File: src/rtl/demo_arb.sv
// ============================================================================
//  Module      : demo_arb
//  Description : Round-robin / fixed-priority arbiter and sequencer sharing a
//                single demo logic unit among NREQ requesters. Grants one
//                requester, issues a start pulse, waits for done (with a
//                timeout) and returns the result with a one-cycle ack.
//  Config      : DEMO_ARB_RR_EN defined   -> round-robin selection
//                DEMO_ARB_RR_EN undefined -> fixed priority (lowest index wins)
//  Revision    : 1.0 - initial release
// ============================================================================
`default_nettype none

module demo_arb #(
  parameter int NREQ    = 4,
  parameter int TIMEOUT = 16
) (
  input  logic                 clk,
  input  logic                 rst,
  input  logic [NREQ-1:0]      req,
  input  logic [NREQ*32-1:0]   req_a,
  input  logic [NREQ*32-1:0]   req_b,
  input  logic [NREQ*3-1:0]    req_op,
  output logic [NREQ-1:0]      ack,
  output logic [31:0]          rsp_y,
  output logic                 rsp_err,
  output logic                 busy,
  output logic                 alu_start,
  output logic [31:0]          alu_a,
  output logic [31:0]          alu_b,
  output logic [2:0]           alu_op,
  input  logic                 alu_done,
  input  logic [31:0]          alu_y
);

  localparam int IW = (NREQ > 1) ? $clog2(NREQ) : 1;

  typedef enum logic [1:0] {
    S_IDLE  = 2'd0,
    S_ISSUE = 2'd1,
    S_WAIT  = 2'd2,
    S_RESP  = 2'd3
  } state_t;

  // Current state and registered outputs
  state_t            r_state;
  logic [IW-1:0]     r_gnt;     // grant index; doubles as the round-robin pointer
  logic [7:0]        r_cnt;
  logic [NREQ-1:0]   r_ack;
  logic [31:0]       r_rsp_y;
  logic              r_rsp_err;
  logic              r_busy;
  logic              r_start;
  logic [31:0]       r_a;
  logic [31:0]       r_b;
  logic [2:0]        r_op;

  // Next-state values
  state_t            w_state_n;
  logic [IW-1:0]     w_gnt_n;
  logic [7:0]        w_cnt_n;
  logic [NREQ-1:0]   w_ack_n;
  logic [31:0]       w_rsp_y_n;
  logic              w_rsp_err_n;
  logic              w_start_n;
  logic [31:0]       w_a_n;
  logic [31:0]       w_b_n;
  logic [2:0]        w_op_n;
  logic [IW-1:0]     w_win;
  logic [NREQ-1:0]   w_onehot;

`ifdef DEMO_ARB_RR_EN
  // Index k positions after the pointer, wrapping modulo NREQ
  function automatic logic [IW-1:0] f_rr_idx(input logic [IW-1:0] base, input int k);
    int s;
    s = int'(base) + k;
    if (s >= NREQ) s = s - NREQ;
    return IW'(s);
  endfunction

  // Round-robin winner: first set request after the last grant; descending
  // scan so the nearest candidate is written last
  always_comb begin
    w_win = r_gnt;
    for (int k = NREQ; k >= 1; k--) begin
      if (req[f_rr_idx(r_gnt, k)]) w_win = f_rr_idx(r_gnt, k);
    end
  end
`else
  // Fixed-priority winner: lowest set request index
  always_comb begin
    w_win = '0;
    for (int i = NREQ - 1; i >= 0; i--) begin
      if (req[i]) w_win = IW'(i);
    end
  end
`endif

  // One-hot decode of the current grant for the ack pulse
  always_comb begin
    w_onehot        = '0;
    w_onehot[r_gnt] = 1'b1;
  end

  // Next-state and next-output logic; outputs are registered from these
  always_comb begin
    w_state_n   = r_state;
    w_gnt_n     = r_gnt;
    w_cnt_n     = r_cnt;
    w_ack_n     = '0;
    w_rsp_y_n   = r_rsp_y;
    w_rsp_err_n = r_rsp_err;
    w_start_n   = 1'b0;
    w_a_n       = r_a;
    w_b_n       = r_b;
    w_op_n      = r_op;
    case (r_state)
      S_IDLE: begin
        if (|req) begin
          w_gnt_n   = w_win;
          w_a_n     = req_a[32*int'(w_win) +: 32];
          w_b_n     = req_b[32*int'(w_win) +: 32];
          w_op_n    = req_op[3*int'(w_win) +: 3];
          w_start_n = 1'b1;
          w_state_n = S_ISSUE;
        end
      end
      S_ISSUE: begin
        w_cnt_n   = '0;
        w_state_n = S_WAIT;
      end
      S_WAIT: begin
        if (alu_done) begin
          w_rsp_y_n   = alu_y;
          w_rsp_err_n = 1'b0;
          w_ack_n     = w_onehot;
          w_state_n   = S_RESP;
        end else if (r_cnt == 8'(TIMEOUT - 1)) begin
          w_rsp_y_n   = '0;
          w_rsp_err_n = 1'b1;
          w_ack_n     = w_onehot;
          w_state_n   = S_RESP;
        end else begin
          w_cnt_n = r_cnt + 8'd1;
        end
      end
      S_RESP: begin
        w_state_n = S_IDLE;
      end
      default: begin
        w_state_n = S_IDLE;
      end
    endcase
  end

  // State and output registers with synchronous reset
  always_ff @(posedge clk) begin
    if (rst) begin
      r_state   <= S_IDLE;
`ifdef DEMO_ARB_RR_EN
      r_gnt     <= IW'(NREQ - 1);
`else
      r_gnt     <= '0;
`endif
      r_cnt     <= '0;
      r_ack     <= '0;
      r_rsp_y   <= '0;
      r_rsp_err <= 1'b0;
      r_busy    <= 1'b0;
      r_start   <= 1'b0;
      r_a       <= '0;
      r_b       <= '0;
      r_op      <= '0;
    end else begin
      r_state   <= w_state_n;
      r_gnt     <= w_gnt_n;
      r_cnt     <= w_cnt_n;
      r_ack     <= w_ack_n;
      r_rsp_y   <= w_rsp_y_n;
      r_rsp_err <= w_rsp_err_n;
      r_busy    <= (w_state_n != S_IDLE);
      r_start   <= w_start_n;
      r_a       <= w_a_n;
      r_b       <= w_b_n;
      r_op      <= w_op_n;
    end
  end

  assign ack       = r_ack;
  assign rsp_y     = r_rsp_y;
  assign rsp_err   = r_rsp_err;
  assign busy      = r_busy;
  assign alu_start = r_start;
  assign alu_a     = r_a;
  assign alu_b     = r_b;
  assign alu_op    = r_op;

endmodule

`default_nettype wire

File: config.mk
export PLATFORM = sky130hd
export DESIGN_NAME = demo_arb
export DESIGN_NICKNAME = d
export VERILOG_FILES = /design/src/rtl/demo_arb.sv
export SDC_FILE = /design/constraint.sdc
export NUM_CORES = 1
export LEC_CHECK = 0
export ABC_AREA = 1
export BUFFER_PORTS_ARGS = -buffer_cell sky130_fd_sc_hd__buf_2
export CAP_MARGIN = 20
export CORE_AREA = 2 2 161 163
export DETAILED_ROUTE_END_ITERATION = 8
export DIE_AREA = 0 0 163 165
export GPL_TIMING_DRIVEN = 0
export PLACE_DENSITY_LB_ADDON = 0.15
export SYNTH_ARGS = -nofsm -noshare
export SYNTH_HDL_FRONTEND = slang
export SYNTH_SLANG_ARGS = --single-unit
File: constraint.sdc
create_clock -name clk -period 1.5 [get_ports clk]
set_input_delay 0.075 -clock clk [delete_from_list [all_inputs] [get_ports clk]]
set_output_delay 0.075 -clock clk [all_outputs]
set_load 0.02 [all_outputs]
# After elaboration in Yosys (flattened, before gate mapping)
# Cells that the tools add are included.
dict set report word_totals {
  regBits 118
  input_bits 307
}
dict set report op_classes {
  multipliers 1
  mux 20
  n_bitwise 2
  n_lt_le_gt_ge 2
  shift 3
  n_addsub 1
  n_eq_ne 6
  reduce_logical 11
}
# operator count
set op_table {}
lappend op_table {{$shiftx A128 B8 Y32} 2}
lappend op_table {{$mux W32} 2}
lappend op_table {{$mux W8} 2}
lappend op_table {{$pmux W8 S2} 1}
lappend op_table {{$mux W2} 7}
lappend op_table {{$shiftx A12 B5 Y3} 1}
lappend op_table {{$add A8 B1 Y8 const B} 1}
lappend op_table {{$eq A8 B4 Y1 const B} 1}
lappend op_table {{$mux W4} 2}
lappend op_table {{$pmux W2 S4} 1}
lappend op_table {{$reduce_bool A2 Y1} 3}
lappend op_table {{$eq A2 B2 Y1 const B} 2}
lappend op_table {{$mul A2 B2 Y4 const A} 1}
lappend op_table {{$mux W1} 4}
lappend op_table {{$ne A2 B2 Y1 const B} 2}
lappend op_table {{$reduce_and A2 Y1} 2}
lappend op_table {{$reduce_or A2 Y1} 2}
lappend op_table {{$reduce_or A4 Y1} 1}
lappend op_table {{$lt A2 B3 Y1 const B} 1}
lappend op_table {{$reduce_and A3 Y1} 1}
lappend op_table {{$demux W1 S2} 1}
lappend op_table {{$eq A2 B1 Y1 const B} 1}
lappend op_table {{$ge A2 B1 Y1 const B} 1}
lappend op_table {{$logic_not A2 Y1} 1}
lappend op_table {{other kinds (2)} 3}

# Logic depth before layout (Yosys ltp)
dict set report logic_depth {
  depth_word 6
  mapped_depth 11
  ltp_nobuf 10
}

# Worst setup path after synthesis
# No wires, ideal clock.
dict set report synth_timing {
  path_type {flip-flop to flip-flop}
  from {register r_cnt[0]}
  to {register r_rsp_y[2], in the netlist rsp_y[2]}
  stages_incl_launch_ff 10
  arrival_time_ns 1.300
  required_ns 1.368
  synth_period_minus_slack_ns 1.432
  slack_ns 0.068
  cell_sequence {dfxtp_1 -> ha_1 -> nand2_1 -> nor2_1 -> nand3_1 -> nand2_1 -> nand2_1 -> buf_2 -> nand2_1 -> a21oi_1}
}
dict set report synth_via {
  elab_chain_len 3
}
# element line
set synth_lines {}
lappend synth_lines {{start, declared} 47} ;# logic [7:0] r_cnt;
lappend synth_lines {{start signal, assigned} 176} ;# r_cnt <= w_cnt_n;
lappend synth_lines {{$eq A8 B4 Y1} 137} ;# end else if (r_cnt == 8'(TIMEOUT - 1)) begin
lappend synth_lines {{$reduce_bool A2 Y1 (no line)} --}
lappend synth_lines {{$reduce_and A2 Y1 (no line)} --}
lappend synth_lines {{end signal, assigned} 178} ;# r_rsp_y <= w_rsp_y_n;
lappend synth_lines {{end, declared} 49} ;# logic [31:0] r_rsp_y;
# Every way passes these cells.
# A chain may end at the register's enable or synchronous reset.

# Final worst setup path
dict set report layout_timing {
  from {register r_state[1]}
  to {register r_b[23], in the netlist alu_b[23]}
}
dict set report layout_via {
  elab_chain_len 2
}
# element line
set layout_lines {}
lappend layout_lines {{start, declared} 45} ;# state_t r_state;
lappend layout_lines {{start signal, assigned} 174} ;# r_state <= w_state_n;
lappend layout_lines {{$logic_not A2 Y1} 116} ;# case (r_state)
lappend layout_lines {{$reduce_and A2 Y1 (no line)} --}
lappend layout_lines {{end signal, assigned} 183} ;# r_b <= w_b_n;
lappend layout_lines {{end, declared} 54} ;# logic [31:0] r_b;
# Every way passes these cells.

==> metrics.txt <==
fin util=45.7%; largest net degree at the start of global routing=17; Hold Crit Class=input port to flop; clock sinks=about 120; grt ovf=0; Setup TNS Final=0 ns; Post-route DRC=0; Pins Over Slew Limit=0; Via density=approximately 4.7; I/O pin cnt=around 410; Distinct cells, synth=24; Worst Path Arrival=between 1.5 and 2 ns; Longest Clk Path Bufs=2; Leakage=between 6 and 7 nW; later-pin clock latency in the skew report=0.42 ns; PortBufs=411; required time of the critical path=around 1.8 ns; WHS Path Cells=7; fin crit share=about 96%; final hold slack=about 0.038 ns; Total Routing Usage GR=between 20% and 30%; clock root buffer=clkbuf_16; layout cells sized above 1=approximately a third; Syn Area/Cell=6.02 um2; Main synth FF type=dfxtp_1; CTS tree=done; Gate power share=between 40 and 50%; Syn Inst Count=about 1.3k; Synth area leader=dfxtp_1; Worst Setup Start Kind=flop; reg2reg start=r_state[1]; HP Start=req_b[3]; sw frac=41.2%; total CTS buffers=17; Slew @ Worst Pin=0.643 ns; drt wl/cell=16.2 um; post-synthesis sequential area ratio=between 30% and 40%; Net Switching=between 6 and 7 mW; Post-synth EDFFs=0; worst reg-to-reg path cell count=9; Synth area leaders=dfxtp_1 (31%), nand2_1 (15%), nand3_1 (14%), nand3b_1 (12%), inv_1 (10%); R2R Path End=alu_b[23]; relative slew slack=a little under three fifths; Pwr Total=~15 mW; via count=approximately 9.8k; Final nets=around 2.1k; final wirelength=~34 mm; Final Non-Filler Cells=2,101; sequential share of power=around 29%; drt initial violations=about 600; core area=0.0250 mm2; yosys warns=0; Int Pwr=a little under 9 mW; placed cells=2,024; final setup fails=0; Design Area, Final=between 0.01 and 0.015 mm2; Fmax achieved=between 600 and 700 MHz; Crit Path Class=flop to flop; vias in the first global route=about 9.3k; first-pass GRT wire length=about 50 mm; DR pass1 iterations=5; type of destination of the critical path=flop; endpoints failing hold=0; placed cell area=approximately 0.01 mm2; initial antenna violation count=7; Rows=58; DP HPWL=25.9 mm; commonest cells in the netlist=nand2_1 (314), nand3_1 (211), inv_1 (209); Worst-path clk slew=~0.06 ns; async set-reset flop share out of synthesis=0%; Detail Route Antenna Nets=0; pre-CTS setup slack=-0.374 ns; Syn-to-layout area delta=48.2%; critical path fanouts, max=10; clock group share of total power=26.0%; RSZ-0062 raised after global routing=yes; DIE WIDTH=163 um; FF+latch count, synth=between 100 and 150; WHS Endpoint=alu_b[3]; H-tree Lvls=4; maximum vdd drop=~0.00067 V; Filler Cell Count=2,761; clk_skew=roughly 0.0082 ns; Final WS setup=between 0.05 and 0.06 ns; Tmin final=between 1 and 1.5 ns; area share of the largest cell type after synthesis=30.6%; max-cap violation count=0; GPL Wtd Cong=roughly 0.9; synthesized area=slightly below 0.008 mm2; Initial Util=between 30% and 40%; Die H=between 150 and 200 um; die area=~0.027 mm2; Syn Nets=1,595; Register-to-Register Setup Slack=~0.06 ns; status=finished, final reports clean; most common cell in the netlist=nand2_1; Pwr per Cell Area=about 1300 mW/mm2
area by class of cell:
| cell class | instances | area (um2) | share of cell area, % |
|---|---|---|---|
| Clock inverter | 12 | 108 | 0.940 |
| Tap cell | 330 | 413 | 3.61 |
| Multi-Input combinational cell | 864 | 4300 | 37.5 |
| Clock buffer | 19 | 433 | 3.78 |
| Timing Repair inverter | 1 | 7.51 | 0.0656 |
| Antenna cell | 4 | 10.0 | 0.0874 |
| Timing Repair Buffer | 453 | 2470 | 21.6 |
| Sequential cell | 118 | 2370 | 20.7 |
| Inverter | 213 | 807 | 7.05 |
| Buffer | 87 | 539 | 4.71 |
cells in the final DEF, fill, tap and decap left out, drive strengths merged, types with 3 or more instances in the layout:
master	synthesis	final
nand3b	125	125
nor2	149	149
dfxtp	118	118
clkinvlp	0	4
clkinv	0	7
buf	54	473
o21ai	3	3
nand2	316	316
a21oi	43	43
ha	5	5
nand3	211	211
inv	213	214
diode	0	4
nand4	3	3
o21bai	4	4
clkbuf	34	54
dlygate4sd3	0	32
critical path: stages, from the launching register on:
cell and delay, ns:
dfxtp_2 0.32, inv_2 0.09, ha_4 0.18, nand2_8 0.08
inv_6 0.11, buf_12 0.14, buf_6 0.15, nand3_1 0.13
nand2_1 0.09, inv_1 0.04
worst max-delay path by stage:
stage / startpoint / end / slack (ns) / cells past startpoint
floorplan: r_cnt[0] / rsp_y[2] / 0.07 / 9
global placement: req[2] / alu_a[15] / -0.35 / 11
detailed placement: r_state[0] / alu_a[7] / -0.37 / 9
CTS: r_state[0] / r_cnt[1] / -0.01 / 8
global route: r_state[0] / alu_op[1] / -0.02 / 10
finish: r_state[1] / alu_b[23] / 0.06 / 9
layer usage:
metal	track usage [%]	part of all wire [%]	up-vias
met4	8.97	2.5	6
met5	0	0.12	-
li1	-	-	4933
met1	29.4	43	4476
met3	5.63	6.4	58
met2	42.5	48	341
flip-flops by register name, indices dropped and copies added, names as in the netlist:
| register | count |
|---|---|
| alu_b | 32 |
| alu_a | 32 |
| r_cnt | 8 |
| r_gnt | 2 |
| alu_op | 3 |
| busy | 1 |
| ack | 4 |
| rsp_y | 32 |
| alu_start | 1 |
| r_state | 2 |
| rsp_err | 1 |
timing repair:
| item | CTS | global route |
|---|---|---|
| hold buffers | 32 | 0 |
| setup endpoints to repair | 111 | 101 |
| pin swaps | 2 | 20 |
| buffers inserted | 4 | 5 |
| gates cloned | 2 | 0 |
| hold endpoints to repair | 32 | 0 |
| resized for setup | 52 | 47 |
cell families after synthesis:
logic type	synth area share [%]
simple gates	49.2
buf+inv	15.9
flops	30.6
compound gates	3.37
fa+ha+maj	0.810
xor+xnor	0.113
power by group through the flow:
stage | clock [mW] | combinational (mW) | sequential (mW)
4_1_cts | 3.91 | 6.45 | 4.25
3_5_place_dp | 0 | 5.83 | 4.30
5_1_grt | 4.05 | 7.33 | 4.37
2_1_floorplan | 0 | 2.82 | 5.12
6_report | 3.85 | 6.64 | 4.29
3_3_place_gp | 0 | 5.84 | 4.27
Power figures use the tool's default switching activity.
